`src/rtl/muldiv_sched_pkg.sv`:
```
// Shared definitions for the HI/LO sequencer: FSM states, divider constants
// and a small magnitude helper used when latching signed divide operands.
package muldiv_sched_pkg;

  typedef enum logic [1:0] {
    ST_IDLE = 2'd0,
    ST_MUL  = 2'd1,
    ST_DIV  = 2'd2,
    ST_FIX  = 2'd3
  } state_t;

  localparam int unsigned DIV_ITER = 32;
  localparam logic [31:0] DIV0_LO  = 32'hFFFF_FFFF;

  // Two's-complement magnitude; 0x8000_0000 maps to itself, which the
  // unsigned divider core treats as 2^31.
  function automatic logic [31:0] abs32(input logic [31:0] x);
    return x[31] ? (~x + 32'd1) : x;
  endfunction

endpackage

```
`src/rtl/muldiv_sched_div_iter.sv`:
```
// Restoring unsigned divider core, one quotient bit per cycle.
// start loads the operands; DIV_ITER steps follow; done is high during the
// cycle whose closing edge performs the last step, so quotient/remainder are
// final from the cycle after done.
module muldiv_sched_div_iter
  import muldiv_sched_pkg::*;
(
  input  logic        clk,
  input  logic        resetn,
  input  logic        start,
  input  logic [31:0] dividend,
  input  logic [31:0] divisor,
  output logic [31:0] quotient,
  output logic [31:0] remainder,
  output logic        done
);

  logic [31:0] dvsr_q;
  logic [4:0]  step_q;
  logic        run_q;
  logic [32:0] partial;
  logic [32:0] trial;

  // Shift the next dividend bit into the partial remainder and try a subtract.
  always_comb begin
    partial = {remainder, quotient[31]};
    trial   = partial - {1'b0, dvsr_q};
  end

  assign done = run_q & (step_q == 5'(DIV_ITER - 1));

  // Operand load on start, then one restoring step per cycle while running.
  always_ff @(posedge clk or negedge resetn) begin
    if (!resetn) begin
      quotient  <= '0;
      remainder <= '0;
      dvsr_q    <= '0;
      step_q    <= '0;
      run_q     <= 1'b0;
    end else if (start) begin
      quotient  <= dividend;
      remainder <= '0;
      dvsr_q    <= divisor;
      step_q    <= '0;
      run_q     <= 1'b1;
    end else if (run_q) begin
      if (!trial[32]) begin
        remainder <= trial[31:0];
        quotient  <= {quotient[30:0], 1'b1};
      end else begin
        remainder <= partial[31:0];
        quotient  <= {quotient[30:0], 1'b0};
      end
      step_q <= step_q + 5'd1;
      if (done) run_q <= 1'b0;
    end
  end

endmodule

```
`src/rtl/muldiv_sched.sv`:
```
// HI/LO sequencer for the EX stage: fixed-latency multiply, iterative divide,
// MTHI/MTLO writes and MFHI/MFLO reads. Any HI/LO instruction arriving while an
// operation is in flight is stalled, so HI/LO hazards never need forwarding.
module muldiv_sched
  import muldiv_sched_pkg::*;
#(
  parameter int unsigned MUL_LAT = 2
)
(
  input  logic        clk,
  input  logic        resetn,
  input  logic        issue_valid,
  input  logic [1:0]  mult,
  input  logic [1:0]  div,
  input  logic [1:0]  mfhl,
  input  logic [1:0]  mthl,
  input  logic [31:0] rs_data,
  input  logic [31:0] rt_data,
  output logic        stall,
  output logic        busy,
  output logic [31:0] hilo_rdata,
  output logic [31:0] hi,
  output logic [31:0] lo
);

  localparam logic [1:0] MUL_CNT_INIT = 2'(MUL_LAT - 1);

  state_t      state;
  logic [31:0] hi_q, lo_q;
  logic [31:0] op_a, op_b;
  logic        mul_signed;
  logic [1:0]  mul_cnt;
  logic        q_neg, r_neg, div_zero;

  logic        hl_any, accept, start_div, div_signed;
  logic [31:0] dvd_in, dvs_in;
  logic [63:0] a64, b64, prod;
  logic [31:0] quo, rem;
  logic        div_done;

  assign hl_any     = |{mult, div, mfhl, mthl};
  assign busy       = (state != ST_IDLE);
  assign stall      = issue_valid & hl_any & busy;
  assign accept     = issue_valid & ~stall;
  assign start_div  = (state == ST_IDLE) & accept & (|div);
  assign div_signed = div[0];
  assign hi         = hi_q;
  assign lo         = lo_q;

  // Divider operands: magnitudes for signed divide, raw values for divu.
  always_comb begin
    dvd_in = div_signed ? abs32(rs_data) : rs_data;
    dvs_in = div_signed ? abs32(rt_data) : rt_data;
  end

  // Product from the latched operands; sign extension to 64 bits makes the
  // low 64 bits of the product correct for both mult and multu.
  always_comb begin
    a64  = {{32{mul_signed & op_a[31]}}, op_a};
    b64  = {{32{mul_signed & op_b[31]}}, op_b};
    prod = a64 * b64;
  end

  // MFHI/MFLO read port, zero when no read is requested.
  always_comb begin
    hilo_rdata = '0;
    if (mfhl[1])      hilo_rdata = hi_q;
    else if (mfhl[0]) hilo_rdata = lo_q;
  end

  muldiv_sched_div_iter u_div_iter (
    .clk       (clk),
    .resetn    (resetn),
    .start     (start_div),
    .dividend  (dvd_in),
    .divisor   (dvs_in),
    .quotient  (quo),
    .remainder (rem),
    .done      (div_done)
  );

  // Sequencer FSM: accepts HI/LO ops in IDLE and owns the HI/LO registers.
  always_ff @(posedge clk or negedge resetn) begin
    if (!resetn) begin
      state      <= ST_IDLE;
      hi_q       <= '0;
      lo_q       <= '0;
      op_a       <= '0;
      op_b       <= '0;
      mul_signed <= 1'b0;
      mul_cnt    <= '0;
      q_neg      <= 1'b0;
      r_neg      <= 1'b0;
      div_zero   <= 1'b0;
    end else begin
      case (state)
        ST_IDLE: begin
          if (accept) begin
            if (|div) begin
              state    <= ST_DIV;
              op_a     <= rs_data;
              q_neg    <= div_signed & (rs_data[31] ^ rt_data[31]);
              r_neg    <= div_signed & rs_data[31];
              div_zero <= (rt_data == '0);
            end else if (|mult) begin
              state      <= ST_MUL;
              op_a       <= rs_data;
              op_b       <= rt_data;
              mul_signed <= mult[0];
              mul_cnt    <= MUL_CNT_INIT;
            end else begin
              if (mthl[1]) hi_q <= rs_data;
              if (mthl[0]) lo_q <= rs_data;
            end
          end
        end
        ST_MUL: begin
          if (mul_cnt == '0) begin
            hi_q  <= prod[63:32];
            lo_q  <= prod[31:0];
            state <= ST_IDLE;
          end else begin
            mul_cnt <= mul_cnt - 2'd1;
          end
        end
        ST_DIV: begin
          if (div_done) state <= ST_FIX;
        end
        ST_FIX: begin
          if (div_zero) begin
            hi_q <= op_a;
            lo_q <= DIV0_LO;
          end else begin
            lo_q <= q_neg ? (~quo + 32'd1) : quo;
            hi_q <= r_neg ? (~rem + 32'd1) : rem;
          end
          state <= ST_IDLE;
        end
        default: state <= ST_IDLE;
      endcase
    end
  end

endmodule

```
`config.mk`:
```
export PLATFORM = sky130hd
export DESIGN_NAME = muldiv_sched
export DESIGN_NICKNAME = d
export VERILOG_FILES = /design/src/rtl/muldiv_sched_pkg.sv /design/src/rtl/muldiv_sched_div_iter.sv /design/src/rtl/muldiv_sched.sv
export SDC_FILE = /design/constraint.sdc
export NUM_CORES = 2
export LEC_CHECK = 0
export CORE_ASPECT_RATIO = 0.8
export CORE_UTILIZATION = 51
export CTS_BUF_LIST = sky130_fd_sc_hd__clkbuf_4
export DETAILED_ROUTE_END_ITERATION = 10
export PLACE_DENSITY = 0.73
export SYNTH_ARGS = -nofsm -noshare
export SYNTH_HDL_FRONTEND = slang
export SYNTH_SLANG_ARGS = --single-unit
```
`constraint.sdc`:
```
create_clock -name clk -period 22.8 [get_ports clk]
set_input_delay 6.84 -clock clk [delete_from_list [all_inputs] [get_ports clk]]
set_output_delay 6.84 -clock clk [all_outputs]
set_load 0.01 [all_outputs]
```
======== After elaboration in Yosys (flattened, before gate mapping) ========
Cells that the tools add are included.
word-level totals
  flip-flop bits (word level) ............. 238
cells by class
  add/subtract/negate cells ............... 7
  muxes and demuxes ....................... 45
  eq/ne operators ......................... 14
  $mul .................................... 1
  bitwise gates (word level) .............. 17
  reduce and logical (&&, ||, !) cells .... 18
operators by type and width
  operator                                       number
  two-way mux 32 bit                             27
  case mux 32 bit (3 select lines)               2
  adder 32 x 1 -> 32 bit, second input constant  4
  NOT 32 bit                                     4
  multiplier 33 x 33 -> 64 bit                   1
  subtractor 33 x 32 -> 33 bit                   1
  logical NOT 32 bit                             1
  two-way mux 2 bit                              8
  inequality test 2 bit, second input constant   8
  AND reduction 6 bit                            2
  bitwise AND 1 bit                              10
  two-way mux 5 bit                              2
  case mux 2 bit (4 select lines)                1
  AND reduction 4 bit                            2
  nonzero test 2 bit                             4
  OR reduction 8 bit                             1
  AND reduction 3 bit                            2
  adder 5 x 1 -> 5 bit, second input constant    1
  equality test 5 bit, second input constant     1
  AND reduction 5 bit                            1
  equality test 2 bit, second input constant     2
  logical NOT 2 bit                              2
  two-way mux 1 bit                              4
  case mux 2 bit (2 select lines)                1
  8 further kinds                                10

======== Depth between registers and ports, before layout ========
  depth after elaboration ................. 8
  depth in mapped cells ................... 31
  mapped depth without buffers ............ 28

======== Modules after synthesis ========
From an unflattened synthesis, not the netlist that was laid out.
unflattened totals
  cell total of the unflattened synthesis .. 6080
  area total of the unflattened synthesis .. 53837.9 um2
modules (own cells, without submodules)
  module                 cells an instance  area an instance (um2)  sequential area each (um2)  instances
  muldiv_sched           5347               47468.0                 3403.3                      1
  muldiv_sched_div_iter  733                6369.9                  2552.4                      1

======== Worst setup path before layout ========
No wires, ideal clock.
  kind .................................... input port to output port
  start point ............................. in mfhl[1]
  end point ............................... out hilo_rdata[10]
  required time ........................... 15.960 ns
  stages .................................. 5
  arrival ................................. 7.745 ns
  setup slack ............................. 8.215 ns
  path buffers ............................ 3
  cell sequence ........................... clkbuf_1 > nor2b_1 > clkbuf_1 > clkbuf_1 > a22o_1
between the ends
  cells in the longest elaborated chain, start to end .. 1
ends and longest elaborated chain
  what                RTL line            source
  from (decl)         muldiv_sched.sv:15  input logic [1:0] mfhl,
  two-way mux 32 bit  muldiv_sched.sv:67  if (mfhl[1]) hilo_rdata = hi_q;
  to (decl)           muldiv_sched.sv:21  output logic [31:0] hilo_rdata,
Every way passes these cells.

======== Final worst setup path ========
  start point ............................. in mfhl[1]
  end point ............................... out hilo_rdata[19]
The elaborated chain is that of the path after synthesis.

==> results summary <==
The reg-to-reg critical path endpoint is hi[24]$_DFFE_PN0P_. In this run the horizontal extent of the chip is 364 microns. The most common flop cell mapped by yosys is dfrtp_1.

The time the final worst path needs with I/O delays and setup is 16.13 ns. The met3 layer usage reported by global route is 5.81%. The number of cells on the worst reg-to-reg path is 27.

The clock tree buffer depth is 3. The remaining max-slew budget at the tightest pin is 17.8%. The total number of vias is 42200.

The top achievable clock speed came out at 62.0 MHz. The portion of synthesized cell area occupied by the leading cell type is 42.1%. At the worst endpoint, the required time is 15.96 ns. Of all flip-flops after synthesis, the portion carrying an async set or reset was 100%. The worst setup path is captured at an output port.

The fraction of met2 tracks used by global routing is 45.9%. The register clock-pin slew on the reported worst setup and hold paths is 0.09 ns. The final hold slack came out at 0.481 ns.

The floorplan die area came out at 106000 sq um. The library cell used as clock root buffer is clkbuf_4. The number of synthesis warnings came out at 0. The number of post-CTS setup repair buffers came out at 0. The number of hold buffers added after CTS came out at 0.

The number of endpoints with negative hold slack in the final report is 0. TritonCTS built the clock tree. The post-route netlist has 5.05% of its cells at a drive strength greater than 1. Global routing finished with a remaining overflow of 0. The flow ran to the end, and the final reports show no timing, DRC or antenna violations. Setup repair after global routing left no endpoint under its margin.

The number of buffers added on ports is 172. In this run the worst path has a maximum fanout of 34. The filler cells instantiated in the layout total 9299. The number of enable flip-flop cells after synthesis is 0.

The initial cell density of the core came out at 51.8%. In this run the most critical hold path is launched from mul_cnt[0]$_DFFE_PN0P_. The reg2reg setup slack came out at 12.42 ns. The H-tree was split into 2 levels. The global routing stage identified its most utilized layer as met2. At the later pin of the worst-skew pair, clock insertion delay measures 0.83 ns. The number of buffers created by CTS is 54.

The first-pass detailed-route iteration total is 6. Clock skew on the completed layout was measured at 0.0788 ns. Yosys attributes the largest share of cell area to fa_1 (42%), dfrtp_1 (11%), inv_1 (8.5%). STA classifies the critical path startpoint as a primary input. The DRC violation count after routing came out at 0. The last weighted congestion value of the routability-driven placer came out at 0.976. The relative area change from synthesis to final layout came out at 6.49%. 173 I/O pins were placed.

The total count of max-transition violations in the final report came to 0. The biggest area contributor in the post-synthesis netlist is fa_1. The number of library cell types mapped by synthesis came out at 97. The setup TNS is 0 ns. The tightest min-delay check is of the register to register type. The count of nets left with antenna violations after detail routing is 0. In the routed layout, each cell is associated on average with a via count of 5.74. The setup path with the least slack is of type primary input to output port. The clock net in this run drives a total of 238 sinks. The mean instance size in the synthesized netlist came out at 8.97 sq um. For the pin with the worst max-slew slack, the measured transition is 1.23 ns. The number of synthesized register bits came out at 238. The HPWL after detailed placement came out at 121000 microns.

The count of max-cap constraint violations came out at 0. Gates resized during post-CTS repair numbered 0. For this run, the total global-route usage over all layers was measured as 30.3%. The commonest cells after synthesis are inv_1 (1208), fa_1 (1126), nand2_1 (927), and2_1 (350), clkbuf_1 (345). The total wirelength of the detailed-routed design is 155000 microns. For this run, the register share of the synthesized area comes to 11.1%. After detailed routing, the average wire length per cell comes to 21.1 microns. The total of endpoints with negative setup slack in the final report is 0. The synthesized netlist occupies a cell area of 53500 sq um. The first-pass GRT wire length came out at 250000 microns.

The final period utilization came out at 70.8%. Counting instances, the worst hold path has a depth of 1. The initial antenna violation count came out at 8.

The launching point of the worst reg2reg path is op_a[31]$_DFFE_PN0P_. The endpoint of the worst hold path is mul_cnt[0]$_DFFE_PN0P_. The via count of the first global-routing pass came out at 43800. The pin count of the biggest net entering global routing is 115. The most common cell in the synthesized netlist is inv_1.

The y dimension of the die came out at 292 microns. The DRC violation total after the first TritonRoute iteration came out at 3958. STA puts the critical path data arrival time at 9.29 ns. The synthesized instance count came out at 5972.

The met1 track utilization from global routing is 43.4%. The post-synth net total came out at 7424. The floorplan has 105 rows. After floorplanning, the core was sized to cover 103000 sq um. The number of nets in the final layout came out at 7373.
==> logic make-up after synthesis <==
family	synth area share, %
multiplexers	2.50
flip-flops	11.1
XOR/XNOR	3.55
buffers and inverters	11.1
adder cells (fa/ha/maj)	48.0
AO/OA/AOI/OAI	8.96
AND/OR/NAND/NOR	14.8
==> sequential cells by signal, indices dropped and copies added (netlist names) <==
register              cells
mul_signed                1
op_a                     32
state                     2
u_div_iter.remainder     32
mul_cnt                   2
lo                       32
u_div_iter.run_q          1
r_neg                     1
u_div_iter.step_q         5
q_neg                     1
u_div_iter.quotient      32
u_div_iter.dvsr_q        32
div_zero                  1
op_b                     32
hi                       32
==> critical path, cell delays in order <==
cell and delay, ns:
clkdlybuf4s50_1 0.40, buf_4 0.25, nor2b_2 0.98, a22o_1 0.27, clkdlybuf4s50_1 0.55
==> how the worst max path moves through the flow <==
stage | from | end | slack (ns) | depth (start not counted)
2_1_floorplan | mfhl[1] | hilo_rdata[10] | 8.21 | 5
3_3_place_gp | mfhl[1] | hilo_rdata[18] | 6.86 | 5
3_5_place_dp | mfhl[1] | hilo_rdata[19] | 6.71 | 5
4_1_cts | mfhl[1] | hilo_rdata[2] | 6.72 | 5
5_1_grt | mfhl[1] | hilo_rdata[19] | 6.56 | 5
6_report | mfhl[1] | hilo_rdata[19] | 6.67 | 5
==> cell type report <==
| class | instances | area [sq um] | share of cell area [%] |
|---|---|---|---|
| Multi-Input combinational cell | 4159 | 41700 | 73.1 |
| Sequential cell | 238 | 5970 | 10.5 |
| Inverter | 1209 | 4540 | 7.96 |
| Timing Repair Buffer | 259 | 2380 | 4.17 |
| Tap cell | 1391 | 1740 | 3.05 |
| Clock buffer | 83 | 623 | 1.09 |
| Clock inverter | 15 | 58.8 | 0.103 |
| Antenna cell | 6 | 15.0 | 0.0263 |
==> layout by cell type, fill, tap and decap left out, drive strengths merged, types with 18 or more instances in the layout <==
cell and n:
a21o 31, a21oi 170, a22o 32, a31oi 38
and2 350, and3 32, buf 88, clkbuf 83
clkdlybuf4s50 171, dfrtp 238, fa 1126, ha 251
inv 1208, mux2 62, mux2i 64, nand2 927
nand3 45, nand4 22, nor2 174, nor2b 21
nor3 29, nor4 18, o211ai 21, o21ai 256
o21bai 19, o221ai 20, o31ai 32, xnor2 141
xor2 74
==> per-stage QoR <==
stage          instances  util (%)  cell area [sq um]  setup WS [ns]
2_1_floorplan       5972         -              53500           8.21
3_3_place_gp        7256      54.5              56300           6.86
3_5_place_dp        7256      54.5              56300           6.71
4_1_cts             7354      55.2              57000           6.72
5_1_grt             7358      55.2              57000           6.56
6_report            7360      55.2              57000           6.67
==> metal layers <==
layer	wire length, microns	vias up	share of wire (%)
met3	15300	382	9.8
met5	91	-	0.059
li1	-	18100	-
met4	6430	2	4.1
met2	68800	2161	44
met1	64900	21500	42
Power is not shown: default switching activity piles up to over one toggle a cycle in this logic, so the estimate is an artifact.
